`src/rtl/sm_accumulator.sv`:
```
// rtl/sm_accumulator.sv - sign-magnitude frame accumulator with valid/ready result port
// Optional build macro SM_SAT_EN: saturate the accumulator on signed overflow instead of wrapping.
module sm_accumulator #(
   parameter int WIDTH = 4,
   parameter int ACC_W = 8,
   parameter int COUNT = 4
) (
   input  logic             clk,
   input  logic             rst_n,
   input  logic             in_valid,
   output logic             in_ready,
   input  logic             in_neg,
   input  logic [WIDTH-1:0] in_mag,
   output logic             out_valid,
   input  logic             out_ready,
   output logic [ACC_W-1:0] out_sum,
   output logic             out_ovf,
   output logic             busy
);
   localparam int CW = $clog2(COUNT + 1);
   localparam logic [CW-1:0] LAST = CW'(COUNT - 1);

   typedef enum logic [1:0] {IDLE, ACC, DONE} state_t;

   state_t           state, state_nxt;
   logic [ACC_W-1:0] acc, acc_nxt, mag_ext, v, sum_raw, sum_add;
   logic [CW-1:0]    cnt, cnt_nxt;
   logic             ovf, ovf_nxt, ovf_now, accept;

   assign in_ready = (state != DONE);
   assign busy     = (state != IDLE);
   assign accept   = in_valid && in_ready;

   // -0 negates to 0, so it needs no special case
   assign mag_ext = {{(ACC_W - WIDTH){1'b0}}, in_mag};
   assign v       = in_neg ? -mag_ext : mag_ext;
   assign sum_raw = acc + v;
   assign ovf_now = (acc[ACC_W-1] == v[ACC_W-1]) && (sum_raw[ACC_W-1] != acc[ACC_W-1]);

`ifdef SM_SAT_EN
   localparam logic [ACC_W-1:0] POS_MAX = {1'b0, {(ACC_W - 1){1'b1}}};
   localparam logic [ACC_W-1:0] NEG_MIN = {1'b1, {(ACC_W - 1){1'b0}}};
   assign sum_add = ovf_now ? (v[ACC_W-1] ? NEG_MIN : POS_MAX) : sum_raw;
`else
   assign sum_add = sum_raw;
`endif

   always_ff @(posedge clk or negedge rst_n) begin
      if (!rst_n) state <= IDLE;
      else        state <= state_nxt;
   end

   always_comb begin
      state_nxt = state;
      acc_nxt   = acc;
      cnt_nxt   = cnt;
      ovf_nxt   = ovf;
      case (state)
         IDLE: begin
            if (accept) begin
               acc_nxt   = v;
               cnt_nxt   = CW'(1);
               ovf_nxt   = 1'b0;
               state_nxt = (COUNT == 1) ? DONE : ACC;
            end
         end
         ACC: begin
            if (accept) begin
               acc_nxt = sum_add;
               cnt_nxt = cnt + 1'b1;
               ovf_nxt = ovf | ovf_now;
               if (cnt == LAST) state_nxt = DONE;
            end
         end
         DONE: begin
            if (out_ready) begin
               acc_nxt   = '0;
               cnt_nxt   = '0;
               state_nxt = IDLE;
            end
         end
         default: state_nxt = IDLE;
      endcase
   end

   // result registers load once on entry to DONE and hold through backpressure
   always_ff @(posedge clk or negedge rst_n) begin
      if (!rst_n) begin
         acc       <= '0;
         cnt       <= '0;
         ovf       <= 1'b0;
         out_valid <= 1'b0;
         out_sum   <= '0;
         out_ovf   <= 1'b0;
      end else begin
         acc       <= acc_nxt;
         cnt       <= cnt_nxt;
         ovf       <= ovf_nxt;
         out_valid <= (state_nxt == DONE);
         if (state != DONE && state_nxt == DONE) begin
            out_sum <= acc_nxt;
            out_ovf <= ovf_nxt;
         end
      end
   end
endmodule

```
`config.mk`:
```
export PLATFORM = sky130hd
export DESIGN_NAME = sm_accumulator
export DESIGN_NICKNAME = d
export VERILOG_FILES = /design/src/rtl/sm_accumulator.sv
export SDC_FILE = /design/constraint.sdc
export NUM_CORES = 1
export LEC_CHECK = 0
export BUFFER_PORTS_ARGS = -buffer_cell sky130_fd_sc_hd__buf_2
export CAP_MARGIN = 10
export CORE_UTILIZATION = 63
export DETAILED_ROUTE_END_ITERATION = 8
export GPL_ROUTABILITY_DRIVEN = 0
export GPL_TIMING_DRIVEN = 1
export PLACE_DENSITY_LB_ADDON = 0.12
export SLEW_MARGIN = 25
export SYNTH_ARGS = -nofsm -noshare
export SYNTH_HDL_FRONTEND = slang
export SYNTH_SLANG_ARGS = --single-unit
```
`constraint.sdc`:
```
create_clock -name clk -period 4.3 [get_ports clk]
set_input_delay 0.645 -clock clk [delete_from_list [all_inputs] [get_ports clk]]
set_output_delay 0.645 -clock clk [all_outputs]
set_load 0.03 [all_outputs]
```
==> results.py, run 1 <==
metrics = {
    "timing": {
        "setup_tns_ns": 0,
        "clock_skew_ns": 0.00421,
        "setup_violations": 0,
        "finalCritPeriodShare": 0.649,
        "relSlewSlack": 0.557,
        "max_slew.worst_pin.slew_ns": 0.664,
        "period_needed_ns": 2.79,
        "finalHoldViolations": 0,
        "max_clock_freq_mhz": 358,
        "rsz0062_at_grt": "false",
        "slew_violations": 0,
        "fin_hold_ws_ns": 0.275,
    },
    "floorplan": {
        "start_util": 0.663,
        "dieWidth_um": 55.6,
        "coreArea_um2": 2730,
        "rows": 19,
        "die_h_um": 55.6,
        "die_area_um2": 3100,
        "ios": 21,
    },
    "route": {
        "drtIter0Drc": 74,
        "drt-pass1-iter-count": 5,
        "drc": 0,
        "vias": 1597,
        "wl_mm": 4.17,
        "ant_nets": 0,
        "vias_per_cell": 6.49,
        "wire_per_inst_um": 17.0,
    },
    "cts": {
        "cts_max_level": 1,
        "cts_tree": "yes",
        "cts_setup_buffers": 0,
        "numCtsBuffers": 3,
        "clk_path_buf_depth": 2,
        "clk_latency_ns": 0.33,
        "path_clk_slew_ns": 0.13,
        "clock_sinks": 24,
        "cts-root-buf": "clkbuf_4",
        "cts_resized": 0,
        "cts.hold.buffers_added": 0,
    },
    "synthesis": {
        "async_flop_share": 1.00,
        "avgSynthCellArea_um2": 9.02,
        "synth_seq_cells": 24,
        "netlist_instances": 201,
        "synth-main-ff-cell": "dfrtp_1",
        "synth_edf_count": 0,
        "netlist_area_um2": 1810,
        "syn-num-nets": 226,
        "ys_seq_area_frac": 0.331,
        "synth_warnings": 0,
        "ys_types": 54,
    },
    "grt": {
        "grt_pass1_vias": 1576,
        "grt_pass1_wl_mm": 7.25,
        "grt_usage": 0.294,
        "grt-ovfl-total": 0,
        "grt_antenna_before_repair": 0,
        "grt_start_max_net_pins": 25,
    },
    "job": {
        "drv_cap": 0,
    },
    "cells_and_area": {
        "diodes": 0,
        "final_core_util": 0.715,
        "area_growth_pct": 7.80,
        "drive_above_1_share": 0.158,
        "fillCellCount": 217,
        "final_nets": 241,
    },
    "setup_path": {
        "crit_type": "in -> reg",
        "cp_max_fo": 6,
        "crit_chain": "buf_2 > inv_1 > ha_1 > or3b_2 > and2_1 > ha_1 > a211o_1 > o22ai_1 > mux2i_1 > o31ai_1",
        "crit_top_cell": "ha_1",
        "cp-end-kind": "register",
        "critPathArrivalTime_ns": 3.00,
        "crit_slowest_cell": "or3b_2",
        "slowest_delay_ns": 0.45,
        "cp.required_ns": 4.51,
        "start_kind": "primary input",
    },
    "power_and_ir_drop": {
        "pwr-share-comb": 0.599,
        "swShare": 0.470,
        "power.density_nw_per_um2": 695,
        "power_switching_w": 0.000638,
        "clockPowerShare": 0.121,
        "peakVddDrop_v": 0.000554,
        "seqPwrFrac": 0.280,
        "leakagePower_nw": 0.948,
        "p_int_w": 0.000721,
    },
    "worst_hold_path": {
        "hp-class": "in -> async",
    },
    "place": {
        "numPortBuffers": 20,
        "dp_hpwl_mm": 3.18,
    },
    "run_status": {
        "outcome": "completed",
    },
}
## cells in the mapped netlist, drive strengths merged (4+ instances only)
cell,instances,area (um^2)
o2bb2ai,4,35.0
a21oi,9,45.0
inv,14,52.6
ha,15,188
a21o,4,30.0
o21ai,16,83.8
nand2,18,67.6
nor2,11,41.3
nor2b,5,31.3
mux2,5,56.3
nor3,4,20.0
dfrtp,24,601
mux2i,4,40.0
nand2b,8,50.1
buf,4,26.3
clkbuf,6,23.8
## kinds of logic (layout without fill, tap and decap cells)
family | after synthesis | after routing | synth area share
AOI/OAI and AO/OA | 65 | 65 | 0.256
xor gates and xnor gates | 3 | 3 | 0.0145
adders and majority gates | 16 | 16 | 0.115
buffers and inverters | 24 | 38 | 0.0566
DFF | 24 | 24 | 0.331
muxes | 9 | 9 | 0.0531
and+or+nand+nor | 60 | 60 | 0.174
## critical path: cells and delay by family
| family | cells | cell delay [ns] |
|---|---|---|
| compound gates | 3 | 0.71 |
| fa+ha+maj | 2 | 0.50 |
| buf+inv | 2 | 0.18 |
| mux | 1 | 0.32 |
| simple gates | 2 | 0.64 |
## cell type report
cell class / instances / area [um^2] / share of cell area
multi-input combinational: 153 / 1110 / 0.568
sequential: 24 / 601 / 0.307
clock inverter: 1 / 30.0 / 0.0154
inverter: 14 / 52.6 / 0.0269
tap: 31 / 38.8 / 0.0198
timing repair buffer: 20 / 100 / 0.0512
clock buffer: 3 / 22.5 / 0.0115
## worst paths after layout
path	startpoint	endpoint	slack [ns]	depth (start not counted)
setup / recovery	in_mag[0]	out_sum[7]	1.51	10
hold / removal	rst_n	acc[1]	0.28	1
setup reg to reg	state[1]	out_sum[4]	1.53	6
hold reg to reg	cnt[2]	cnt[2]	0.51	2
max in group asynchronous	rst_n	ovf	3.67	1
min in group clk	cnt[2]	cnt[2]	0.51	2
## power by group through the flow
| stage | logic (W) | clock network (W) | registers, W |
|---|---|---|---|
| after global routing | 0.000897 | 0.000174 | 0.000390 |
| after floorplan | 0.000565 | 0 | 0.000428 |
| after detailed placement | 0.000798 | 0 | 0.000383 |
| final | 0.000814 | 0.000165 | 0.000380 |
| after global placement | 0.000769 | 0 | 0.000377 |
| after CTS | 0.000804 | 0.000167 | 0.000379 |
## flip-flops by register name, indices dropped and copies added (netlist names)
register / flops
out_sum: 8
ovf: 1
out_valid: 1
cnt: 3
acc: 8
state: 2
out_ovf: 1
## stage by stage
step	setup slack, ns	std cells	total power (W)	instance area (um^2)
floorplan	1.52	201	0.000993	1810
global route	1.33	246	0.00146	1950
detailed placement	1.16	242	0.00118	1900
global placement	1.26	242	0.00115	1900
finish	1.51	246	0.00136	1950
CTS	1.51	246	0.00135	1950
## per-layer routing
metal | GRT usage | share of wire | vias up
li1 | - | - | 764
met1 | 0.414 | 0.46 | 766
met2 | 0.475 | 0.46 | 58
met3 | 0.0233 | 0.054 | 9
met4 | 0.118 | 0.024 | 0
met5 | 0 | 0 | -
## layout by cell type, fill, tap and decap left out, types with 2 or more instances in the layout
cell	instances
a211oi_1	3
a21o_1	4
a21oi_1	9
a221oi_1	2
a22o_1	3
and2_1	2
buf_2	20
clkbuf_4	3
dfrtp_1	24
ha_1	15
inv_1	14
mux2_2	4
mux2i_1	4
nand2_1	18
nand2b_1	8
nand3_1	2
nor2_1	11
nor2b_1	5
nor3_1	4
nor3b_1	2
o21a_1	2
o21ai_0	15
o21bai_1	2
o22ai_1	3
o2bb2ai_1	4
o31ai_1	2
or3b_2	3
xnor2_1	2
No activity file was read; power rests on OpenSTA's default activity.
==> run 2: changes to the inputs <==
--- a/config.mk
+++ b/config.mk
@@ -7,7 +7,7 @@
 export LEC_CHECK = 0
 export BUFFER_PORTS_ARGS = -buffer_cell sky130_fd_sc_hd__buf_2
 export CAP_MARGIN = 10
-export CORE_UTILIZATION = 63
+export CORE_UTILIZATION = 52
 export DETAILED_ROUTE_END_ITERATION = 8
 export GPL_ROUTABILITY_DRIVEN = 0
 export GPL_TIMING_DRIVEN = 1
==> constraint.sdc (replaced) <==
create_clock -name clk -period 2.34 [get_ports clk]
set_input_delay 0.351 -clock clk [delete_from_list [all_inputs] [get_ports clk]]
set_output_delay 0.351 -clock clk [all_outputs]
set_load 0.03 [all_outputs]
==> run 2 against run 1 <==
Sequential share of layout area down 3.9 points. Routed wire length up 18%. Clock power up 4%. Highest routed layer unchanged. Critical path depth shrank 3. Via count up 9.6%. Register-to-register slack got worse by 1.5 ns. Total power rose by 100%. Non-clock buffer count is 26 higher. Flip-flop and latch count unchanged. First-iteration DRC count shrank 1.4%. Largest cell class unchanged. Global-route usage fell by 1.8 points.
==> results.py, run 2 (synthesis results as in run 1) <==
metrics = {
    "setup_path": {
        "critical-path-top-delay-family": "compound AO/OA/AOI/OAI gates",
        "regToRegSetupSlack_ns": 0.05,
        "critPathArrivalTime_ns": 2.48,
        "crit_type": "reg -> reg",
        "critical_path_buf_inv_count": 1,
        "cp-end-kind": "register",
        "crit_slowest_cell": "a2111oi_2",
        "cp_max_fo": 8,
        "cp.required_ns": 2.54,
        "crit_chain": "inv_1 > ha_1 > nand2b_1 > a2111oi_2 > o22ai_1 > o21a_1 > mux2_1",
        "slowest_delay_ns": 0.46,
        "start_kind": "register",
    },
    "floorplan": {
        "ios": 21,
        "dieWidth_um": 61.0,
        "coreArea_um2": 3340,
        "die_area_um2": 3730,
        "start_util": 0.543,
        "die_h_um": 61.0,
        "rows": 21,
    },
    "grt": {
        "grt_antenna_before_repair": 0,
        "grt_usage": 0.277,
        "grt-ovfl-total": 0,
        "grt_pass1_vias": 1632,
        "grt_start_max_net_pins": 25,
        "grt_pass1_wl_mm": 7.47,
    },
    "power_and_ir_drop": {
        "peakVddDrop_v": 0.000692,
        "leakagePower_nw": 1.08,
        "power.density_nw_per_um2": 1220,
    },
    "timing": {
        "fin_ws_ns": 0.0543,
        "setup_violations": 0,
        "slew_violations": 0,
        "period_needed_ns": 2.29,
        "rsz0062_at_grt": "true",
        "finalHoldViolations": 0,
        "max_clock_freq_mhz": 438,
        "finalCritPeriodShare": 0.977,
        "relSlewSlack": 0.658,
        "clock_skew_ns": 0.00516,
        "max_slew.worst_pin.slew_ns": 0.512,
        "setup_tns_ns": 0,
    },
    "cts": {
        "clk_latency_ns": 0.30,
        "cts_max_level": 1,
        "cts.hold.buffers_added": 0,
        "numCtsBuffers": 3,
        "path_clk_slew_ns": 0.12,
        "cts_tree": "yes",
        "clk_path_buf_depth": 2,
        "clock_sinks": 24,
        "cts-root-buf": "clkbuf_4",
    },
    "route": {
        "vias_per_cell": 6.12,
        "ant_nets": 0,
        "drtIter0Drc": 73,
        "drc": 0,
        "drt-pass1-iter-count": 6,
        "vias": 1750,
        "wl_mm": 4.93,
        "wire_per_inst_um": 17.2,
    },
    "worst_hold_path": {
        "hp-class": "in -> async",
    },
    "place": {
        "pre_cts_ws_ns": -0.445,
        "numPortBuffers": 20,
        "dp_hpwl_mm": 3.80,
    },
    "cells_and_area": {
        "fillCellCount": 280,
        "area_growth_pct": 23.8,
        "final_cell_mix": "26 x buf_4, 23 x dfrtp_1, 20 x buf_2",
        "diodes": 0,
        "final_nets": 267,
        "drive_above_1_share": 0.333,
        "final_common_cell": "buf_4",
        "reg.largest.list": "acc x8, out_sum x8, cnt x3",
    },
    "job": {
        "drv_cap": 0,
    },
    "run_status": {
        "outcome": "completed",
    },
}
[run 2: cell count changes in the layout (fill, tap and decap cells not counted), moves of 4 or more]
cell     previous run  this run
buf_4               0        26
o21ai_1             0         5
ha_1               15        11
o21ai_0            15         9
[run 2: layer usage]
layer	track usage	vias to the layer above	share of wire
li1	-	816	-
met1	0.345	841	0.41
met2	0.472	73	0.49
met3	0.0399	20	0.066
met4	0.130	0	0.034
met5	0	-	0
[run 2: repair_timing]
item,4_1_cts,5_1_grt
setup buffers,0,1
resized for setup,4,20
pin swaps,1,5
setup endpoints to repair,3,13
[run 2: final cells by class]
type | count | area, um^2 | share of cell area
Tap cell | 46 | 57.6 | 0.0256
Inverter | 14 | 52.6 | 0.0234
Sequential cell | 24 | 602 | 0.268
Multi-Input combinational cell | 153 | 1210 | 0.541
Clock buffer | 3 | 22.5 | 0.0100
Timing Repair Buffer | 46 | 295 | 0.132
[run 2: worst paths after layout]
check | startpoint | end | cells past startpoint
worst max register to register | state[0] | out_sum[4] | 7
worst min register to register | out_sum[3] | out_sum[3] | 2
min in group clk | in_valid | cnt[0] | 3
worst min-delay path | rst_n | acc[6] | 1
worst max-delay path | state[0] | out_sum[4] | 7
max in group asynchronous | rst_n | state[0] | 1
[run 2: stage by stage]
step	std cells	utilization	area, um^2	hold slack [ns]	power (W)
final	286	0.673	2240	0.00152	0.00274
after global routing	286	0.673	2240	0.0425	0.00294
after detailed placement	282	0.643	2150	0.359	0.00241
after CTS	285	0.652	2180	0.0187	0.00260
after floorplan	201	-	1850	0.0554	0.00187
after global placement	282	0.643	2150	0.349	0.00232
[run 2: where the power goes]
part	switching [W]	total, W	leakage (nW)	internal (W)
Sequential	0.000139	0.000718	0.310	0.000579
Combinational	0.00104	0.00185	0.758	0.000807
Clock	0.000111	0.000171	0.0138	0.0000601
Total	0.00129	0.00274	1.08	0.00145
